[config.mk]
export PLATFORM = sky130hd
export DESIGN_NAME = jogo_sequenciador
export DESIGN_NICKNAME = d
export VERILOG_FILES = /design/src/rtl/jogo_sequenciador.sv
export SDC_FILE = /design/constraint.sdc
export NUM_CORES = 1
export LEC_CHECK = 0
export BUFFER_PORTS_ARGS = -buffer_cell sky130_fd_sc_hd__buf_2
export CORE_MARGIN = 5
export CORE_UTILIZATION = 42
export DETAILED_ROUTE_END_ITERATION = 6
export SLEW_MARGIN = 5
export SYNTH_ARGS = -nofsm -noshare
export SYNTH_HDL_FRONTEND = slang
export SYNTH_SLANG_ARGS = --single-unit
[constraint.sdc]
create_clock -name clk -period 5.75 [get_ports clk]
set_clock_uncertainty 0.2 [all_clocks]
set_input_delay 0.8625 -clock clk [delete_from_list [all_inputs] [get_ports clk]]
set_output_delay 0.8625 -clock clk [all_outputs]
set_load 0.02 [all_outputs]
[src/rtl/jogo_sequenciador.sv]
// Simon-style sequencer: grows an LFSR colour sequence, plays it on four LEDs, checks button echoes.
// Optional WAIT_IN timeout when JOGO_TIMEOUT_EN is defined.
module jogo_sequenciador #(
  parameter int          MAX_LEN     = 16,
  parameter int          STEP_CYCLES = 25000000,
  parameter int          GAP_CYCLES  = 12500000,
  parameter logic [15:0] SEED        = 16'hACE1
`ifdef JOGO_TIMEOUT_EN
  , parameter int        TIMEOUT_CYCLES = 125000000
`endif
) (
  input  logic       clk,
  input  logic       rst,
  input  logic       start,
  input  logic [3:0] botao,
  output logic       led1,
  output logic       led2,
  output logic       led3,
  output logic       led4,
  output logic [5:0] nivel,
  output logic       ocupado,
  output logic       vitoria,
  output logic       erro
);

  localparam int STEP_GAP_MAX = (STEP_CYCLES > GAP_CYCLES) ? STEP_CYCLES : GAP_CYCLES;
`ifdef JOGO_TIMEOUT_EN
  localparam int CYC_MAX = (STEP_GAP_MAX > TIMEOUT_CYCLES) ? STEP_GAP_MAX : TIMEOUT_CYCLES;
`else
  localparam int CYC_MAX = STEP_GAP_MAX;
`endif
  localparam int TW = (CYC_MAX > 2) ? $clog2(CYC_MAX) : 1;
  localparam int IW = (MAX_LEN > 2) ? $clog2(MAX_LEN) : 1;

  localparam logic [TW-1:0] T_STEP  = TW'(STEP_CYCLES - 1);
  localparam logic [TW-1:0] T_GAP   = TW'(GAP_CYCLES - 1);
`ifdef JOGO_TIMEOUT_EN
  localparam logic [TW-1:0] T_TMOUT = TW'(TIMEOUT_CYCLES - 1);
`endif
  localparam logic [5:0]    LEN_MAX = 6'(MAX_LEN);

  typedef enum logic [2:0] {
    S_IDLE, S_ADD, S_SHOW_ON, S_SHOW_OFF, S_WAIT_IN, S_ECHO, S_WIN, S_LOSE
  } state_t;

  state_t        state, state_nxt;
  logic [TW-1:0] timer, timer_nxt;
  logic [15:0]   lfsr, lfsr_nxt, lfsr_adv;
  logic [1:0]    seq [MAX_LEN];
  logic          seq_we;
  logic [5:0]    idx, idx_nxt, idx_p1, nivel_nxt;
  logic [3:0]    leds, leds_nxt;
  logic [3:0]    botao_q, edges;
  logic          one_edge;
  logic [1:0]    press_col, cur_col, nxt_col, add_col;

  function automatic logic [3:0] dec(input logic [1:0] c);
    return 4'b0001 << c;
  endfunction

  assign lfsr_adv  = {lfsr[0] ^ lfsr[2] ^ lfsr[3] ^ lfsr[5], lfsr[15:1]};
  assign edges     = botao & ~botao_q;
  assign one_edge  = (edges != 4'd0) && ((edges & (edges - 4'd1)) == 4'd0);
  // botao[3] is colour 0 ... botao[0] is colour 3
  assign press_col = {edges[1] | edges[0], edges[2] | edges[0]};
  assign idx_p1    = idx + 6'd1;
  assign cur_col   = seq[idx[IW-1:0]];
  assign nxt_col   = seq[idx_p1[IW-1:0]];
  // first playback step of round 1 reads the colour being written this very cycle
  assign add_col   = (nivel == 6'd0) ? lfsr_adv[1:0] : seq[0];

  assign {led4, led3, led2, led1} = leds;
  assign ocupado = !(state inside {S_IDLE, S_WIN, S_LOSE});
  assign vitoria = (state == S_WIN);
  assign erro    = (state == S_LOSE);

  always_ff @(posedge clk) begin
    botao_q <= botao;
  end

  always_ff @(posedge clk) begin
    if (seq_we) seq[nivel[IW-1:0]] <= lfsr_adv[1:0];
  end

  always_ff @(posedge clk) begin
    if (rst) begin
      state <= S_IDLE;
      timer <= '0;
      lfsr  <= SEED;
      nivel <= '0;
      idx   <= '0;
      leds  <= '0;
    end else begin
      state <= state_nxt;
      timer <= timer_nxt;
      lfsr  <= lfsr_nxt;
      nivel <= nivel_nxt;
      idx   <= idx_nxt;
      leds  <= leds_nxt;
    end
  end

  always_comb begin
    state_nxt = state;
    timer_nxt = (timer != '0) ? timer - TW'(1) : timer;
    lfsr_nxt  = lfsr;
    nivel_nxt = nivel;
    idx_nxt   = idx;
    leds_nxt  = leds;
    seq_we    = 1'b0;
    case (state)
      S_IDLE: begin
        if (start) begin
          nivel_nxt = '0;
          leds_nxt  = '0;
          state_nxt = S_ADD;
        end
      end
      S_ADD: begin
        lfsr_nxt  = lfsr_adv;
        seq_we    = 1'b1;
        nivel_nxt = nivel + 6'd1;
        idx_nxt   = '0;
        leds_nxt  = dec(add_col);
        timer_nxt = T_STEP;
        state_nxt = S_SHOW_ON;
      end
      S_SHOW_ON: begin
        if (timer == '0) begin
          leds_nxt  = '0;
          timer_nxt = T_GAP;
          state_nxt = S_SHOW_OFF;
        end
      end
      S_SHOW_OFF: begin
        if (timer == '0) begin
          if (idx_p1 == nivel) begin
            idx_nxt   = '0;
            leds_nxt  = '0;
`ifdef JOGO_TIMEOUT_EN
            timer_nxt = T_TMOUT;
`endif
            state_nxt = S_WAIT_IN;
          end else begin
            idx_nxt   = idx_p1;
            leds_nxt  = dec(nxt_col);
            timer_nxt = T_STEP;
            state_nxt = S_SHOW_ON;
          end
        end
      end
      S_WAIT_IN: begin
        if (edges != 4'd0) begin
          timer_nxt = T_STEP;
          if (one_edge && (press_col == cur_col)) begin
            leds_nxt  = dec(cur_col);
            state_nxt = S_ECHO;
          end else begin
            leds_nxt  = 4'b1111;
            state_nxt = S_LOSE;
          end
        end
`ifdef JOGO_TIMEOUT_EN
        else if (timer == '0) begin
          leds_nxt  = 4'b1111;
          timer_nxt = T_STEP;
          state_nxt = S_LOSE;
        end
`endif
      end
      S_ECHO: begin
        if (timer == '0) begin
          if (idx_p1 < nivel) begin
            idx_nxt   = idx_p1;
            leds_nxt  = '0;
`ifdef JOGO_TIMEOUT_EN
            timer_nxt = T_TMOUT;
`endif
            state_nxt = S_WAIT_IN;
          end else if (nivel == LEN_MAX) begin
            leds_nxt  = 4'b1111;
            timer_nxt = T_STEP;
            state_nxt = S_WIN;
          end else begin
            leds_nxt  = '0;
            state_nxt = S_ADD;
          end
        end
      end
      S_WIN, S_LOSE: begin
        if (start) begin
          nivel_nxt = '0;
          leds_nxt  = '0;
          state_nxt = S_ADD;
        end else if (timer == '0) begin
          leds_nxt  = ~leds;
          timer_nxt = T_STEP;
        end
      end
      default: state_nxt = S_IDLE;
    endcase
  end

endmodule

==> summary.md <==
| Metric | Value |
|---|---|
| Hold WS | `255 ps` |
| Outcome | `complete, no violations` |
| Min setup slack post-route | `1630 ps` |
| Die width | `122 µm` |
| Cells resized by post-CTS repair | `0` |
| Net Sw Frac | `37.1%` |
| Ys async rst share | `0%` |
| Clock Path Buffers | `2` |
| # diodes | `0` |
| Seq cells post-synth | `100` |
| Power share of the combinational group | `33.7%` |
| Top FF cell, synth | `dfxtp_1` |
| Mapped Area | `5280 µm²` |
| Leak pwr | `2.00 nW` |
| Worst path cell trace | `ha_1 -> xor2_1 -> ha_1 -> and4_1 -> o21ai_0 -> a31oi_1 -> a211o_1 -> a21oi_1 -> nand2b_1 -> a21oi_1` |
| First-pass GRT wire length | `20.3 mm` |
| Critical Path Sink Type | `flop` |
| Rows | `41` |
| Worst vdd ir | `0.000318 V` |
| Setup tns final | `0 ps` |
| Mapped Cells | `543` |
| Area contributors post-synth | `dfxtp_1 26%, edfxtp_1 18%, mux4_2 6.8%` |
| Clk pwr share | `24.7%` |
| GRT Overall Usage | `17.4%` |
| Max FO, Critical Path | `13` |
| Initial antenna violation count | `0` |
| Core Area | `12500 µm²` |
| Vias | `4047` |
| P_int | `0.00143 W` |
| CP delay by family, top | `compound AO/OA/AOI/OAI gates` |
| Slowest-stage cell, CP | `a21oi_1` |
| CTS root buf | `clkbuf_16` |
| Cell count along the critical path | `10` |
| IO buf count | `19` |
| PwrDens | `395 nW/µm²` |
| Final core occ | `46.2%` |
| Final period utilization | `71.6%` |
| RSZ-0062 raised after global routing | `no` |
| RR Startpoint | `idx[0]$_SDFFE_PP0P_` |
| DP HPWL | `9.10 mm` |
| Total CTS buffers | `9` |
| Number of global-route vias before repair | `3828` |
| Layout Nets | `571` |
| Slew margin rel. | `17.7%` |
| Clk pin slew, worst setup/hold paths | `70 ps` |
| Number of synthesized flops with an enable pin | `32` |
| Slowest stage delay, CP | `770 ps` |
| WP data required | `5830 ps` |
| Setup Fix Bufs, Post-CTS | `0` |
| Share of layout cells above drive strength 1 | `11.2%` |
| Buffers and inverters on the worst path | `0` |
| F_max | `0.243 GHz` |
| Area Growth Syn to Fin | `9.12%` |
| Clock Latency Late Sink | `360 ps` |
| Worst Path Class, Setup | `reg -> reg` |
| Crit start category | `flop` |
| Overall power | `0.00227 W` |
| Die Ht | `122 µm` |
| Pre-CTS setup slack | `1760 ps` |
| Post-synthesis sequential area ratio | `44.0%` |
| Reg power frac | `41.6%` |
| Netlist cell types | `62` |
| 1st-iter DRT viols | `399` |
| Hold Path End | `lfsr[9]$_SDFFE_PP0P_` |
| H-tree depth | `3` |
| DIE AREA | `14900 µm²` |
| Vias per cell | `5.57` |
| Starting Density | `42.4%` |
| Total of max-cap violations | `0` |
| Clk sinks | `100` |
| Drt first pass iters | `5` |
| WL final | `12.3 mm` |
| Slew at the pin with the worst max-slew slack | `1230 ps` |
| # setup viols final | `0` |
| Min-delay worst type | `reg -> reg` |
| Pins Over Slew Limit | `0` |
| Reg2Reg Depth | `10` |
| Hold buffer count at cts | `0` |
| Routed Antenna Nets | `0` |
| Gpl congestion | `0.802` |
| Yosys Warn Count | `0` |
| CTS tree | `yes` |
| DRC | `0` |
| Area share of the largest cell type after synthesis | `25.8%` |
| Syn Area/Cell | `9.73 µm²` |
| GRT overflow | `0` |
| Tmin final | `4120 ps` |
| Syn Nets | `564` |
| Worst Hold Depth | `2` |
| Hold Crit Start | `lfsr[9]$_SDFFE_PP0P_` |
| Boundary pin count | `20` |
| Wirelength per Cell | `17.0 µm` |
| Worst EP arrival | `4200 ps` |
| P_sw | `0.000843 W` |
| Reg-to-reg endpoint | `timer[7]$_SDFF_PP0_` |
| Largest net degree at the start of global routing | `43` |
| Flop-to-flop setup slack | `1630 ps` |
| Largest area contributor in the netlist | `dfxtp_1` |
| Final hold viol count | `0` |
[how the worst max path moves through the flow]
stage	slack [ps]	startpoint	endpoint
6_report	1630	idx[0]$_SDFFE_PP0P_	timer[7]$_SDFF_PP0_
5_1_grt	1210	idx[0]$_SDFFE_PP0P_	timer[7]$_SDFF_PP0_
4_1_cts	1690	idx[0]$_SDFFE_PP0P_	timer[7]$_SDFF_PP0_
3_5_place_dp	1760	idx[0]$_SDFFE_PP0P_	timer[7]$_SDFF_PP0_
3_3_place_gp	1790	idx[0]$_SDFFE_PP0P_	timer[7]$_SDFF_PP0_
2_1_floorplan	2520	idx[0]$_SDFFE_PP0P_	timer[2]$_SDFF_PP0_
[power by group through the flow]
| stage | Combinational (W) | Clock (W) | Sequential (W) |
|---|---|---|---|
| after floorplan | 0.000635 | 0 | 0.000921 |
| after global placement | 0.000758 | 0 | 0.000957 |
| after detailed placement | 0.000758 | 0 | 0.000960 |
| after CTS | 0.000766 | 0.000576 | 0.000945 |
| after global routing | 0.000868 | 0.000601 | 0.000963 |
| final | 0.000766 | 0.000563 | 0.000946 |
[logic make-up after synthesis]
| logic type | Yosys count | synth area share, % |
|---|---|---|
| and+or+nand+nor | 217 | 22.0 |
| muxes | 29 | 9.36 |
| AOI/OAI and AO/OA | 110 | 13.1 |
| xor gates and xnor gates | 30 | 4.97 |
| buffers and inverters | 43 | 3.27 |
| adders and majority gates | 14 | 3.32 |
| DFF | 100 | 44.0 |
[per-stage QoR]
| stage | cell area (µm²) | instances |
|---|---|---|
| 2_1_floorplan | 5280 | 543 |
| 3_3_place_gp | 5500 | 711 |
| 3_5_place_dp | 5500 | 711 |
| 4_1_cts | 5760 | 727 |
| 5_1_grt | 5760 | 727 |
| 6_report | 5760 | 727 |
[final cells by class]
class                           count  area [µm²]
Sequential cell                   100        2320
Tap cell                          172         215
Inverter                           19        71.3
Timing Repair Buffer               20         103
Fill cell                        1165        6700
Clock buffer                        9         225
Multi-Input combinational cell    400        2790
Clock inverter                      7        40.0
[cells in the final DEF, fill, tap and decap left out, drive strengths merged, types with 4 or more instances in the layout]
cell type / instances
or4: 6
nand3: 13
buf: 20
nand2b: 8
o22ai: 7
a22oi: 4
clkbuf: 9
xor2: 12
edfxtp: 32
a21o: 4
nand2: 51
and2: 18
nand4: 9
nor2b: 12
xnor2: 18
a21boi: 4
inv: 21
or3: 9
nor3b: 5
mux2i: 10
ha: 14
o21ai: 17
a31oi: 8
nand3b: 9
nor4: 5
nor2: 45
mux4: 16
a21oi: 39
dfxtp: 68
nor3: 18
[cell usage after synthesis, types with 3 or more instances]
library cell   n
a21o_1         4
mux4_2        16
mux2_2         3
a221oi_1       3
dfxtp_1       68
or4_1          5
nor2_1        44
nand2_1       51
o22ai_1        7
and2_1        18
a31oi_1        8
a21oi_1       39
nand4_1        8
nor3b_1        5
nand3_1       13
nand3b_1       9
nor2b_1       12
a21boi_0       4
buf_2          3
edfxtp_1      32
o211ai_1       3
o21ai_0       16
nor4_1         4
nor3_1        16
o2bb2ai_1      3
a22oi_1        4
ha_1          14
clkbuf_1      20
xnor2_1       18
inv_1         18
mux2i_1       10
or3_1          9
xor2_1        12
nand2b_1       8
a211oi_1       3
[worst min-delay path, stage by stage (launching register included)]
cell     delay, ps
dfxtp_1        310
nand2_1         50
a21oi_1         50
[per-layer routing]
layer	vias up	track usage (%)	routed length, µm
li1	2001	-	-
met1	1912	23.8	5760
met2	113	27.7	5720
met3	21	3.95	648
met4	0	5.32	221
met5	-	0	0
[flip-flops by register name, summed over array words and instances, names as in the netlist, named ones only]
| register | cells |
|---|---|
| timer | 25 |
| idx | 6 |
| leds | 4 |
| state | 3 |
| botao_q | 4 |
| lfsr | 16 |
| nivel | 6 |
| seq | 32 |
Power figures use the tool's default switching activity.
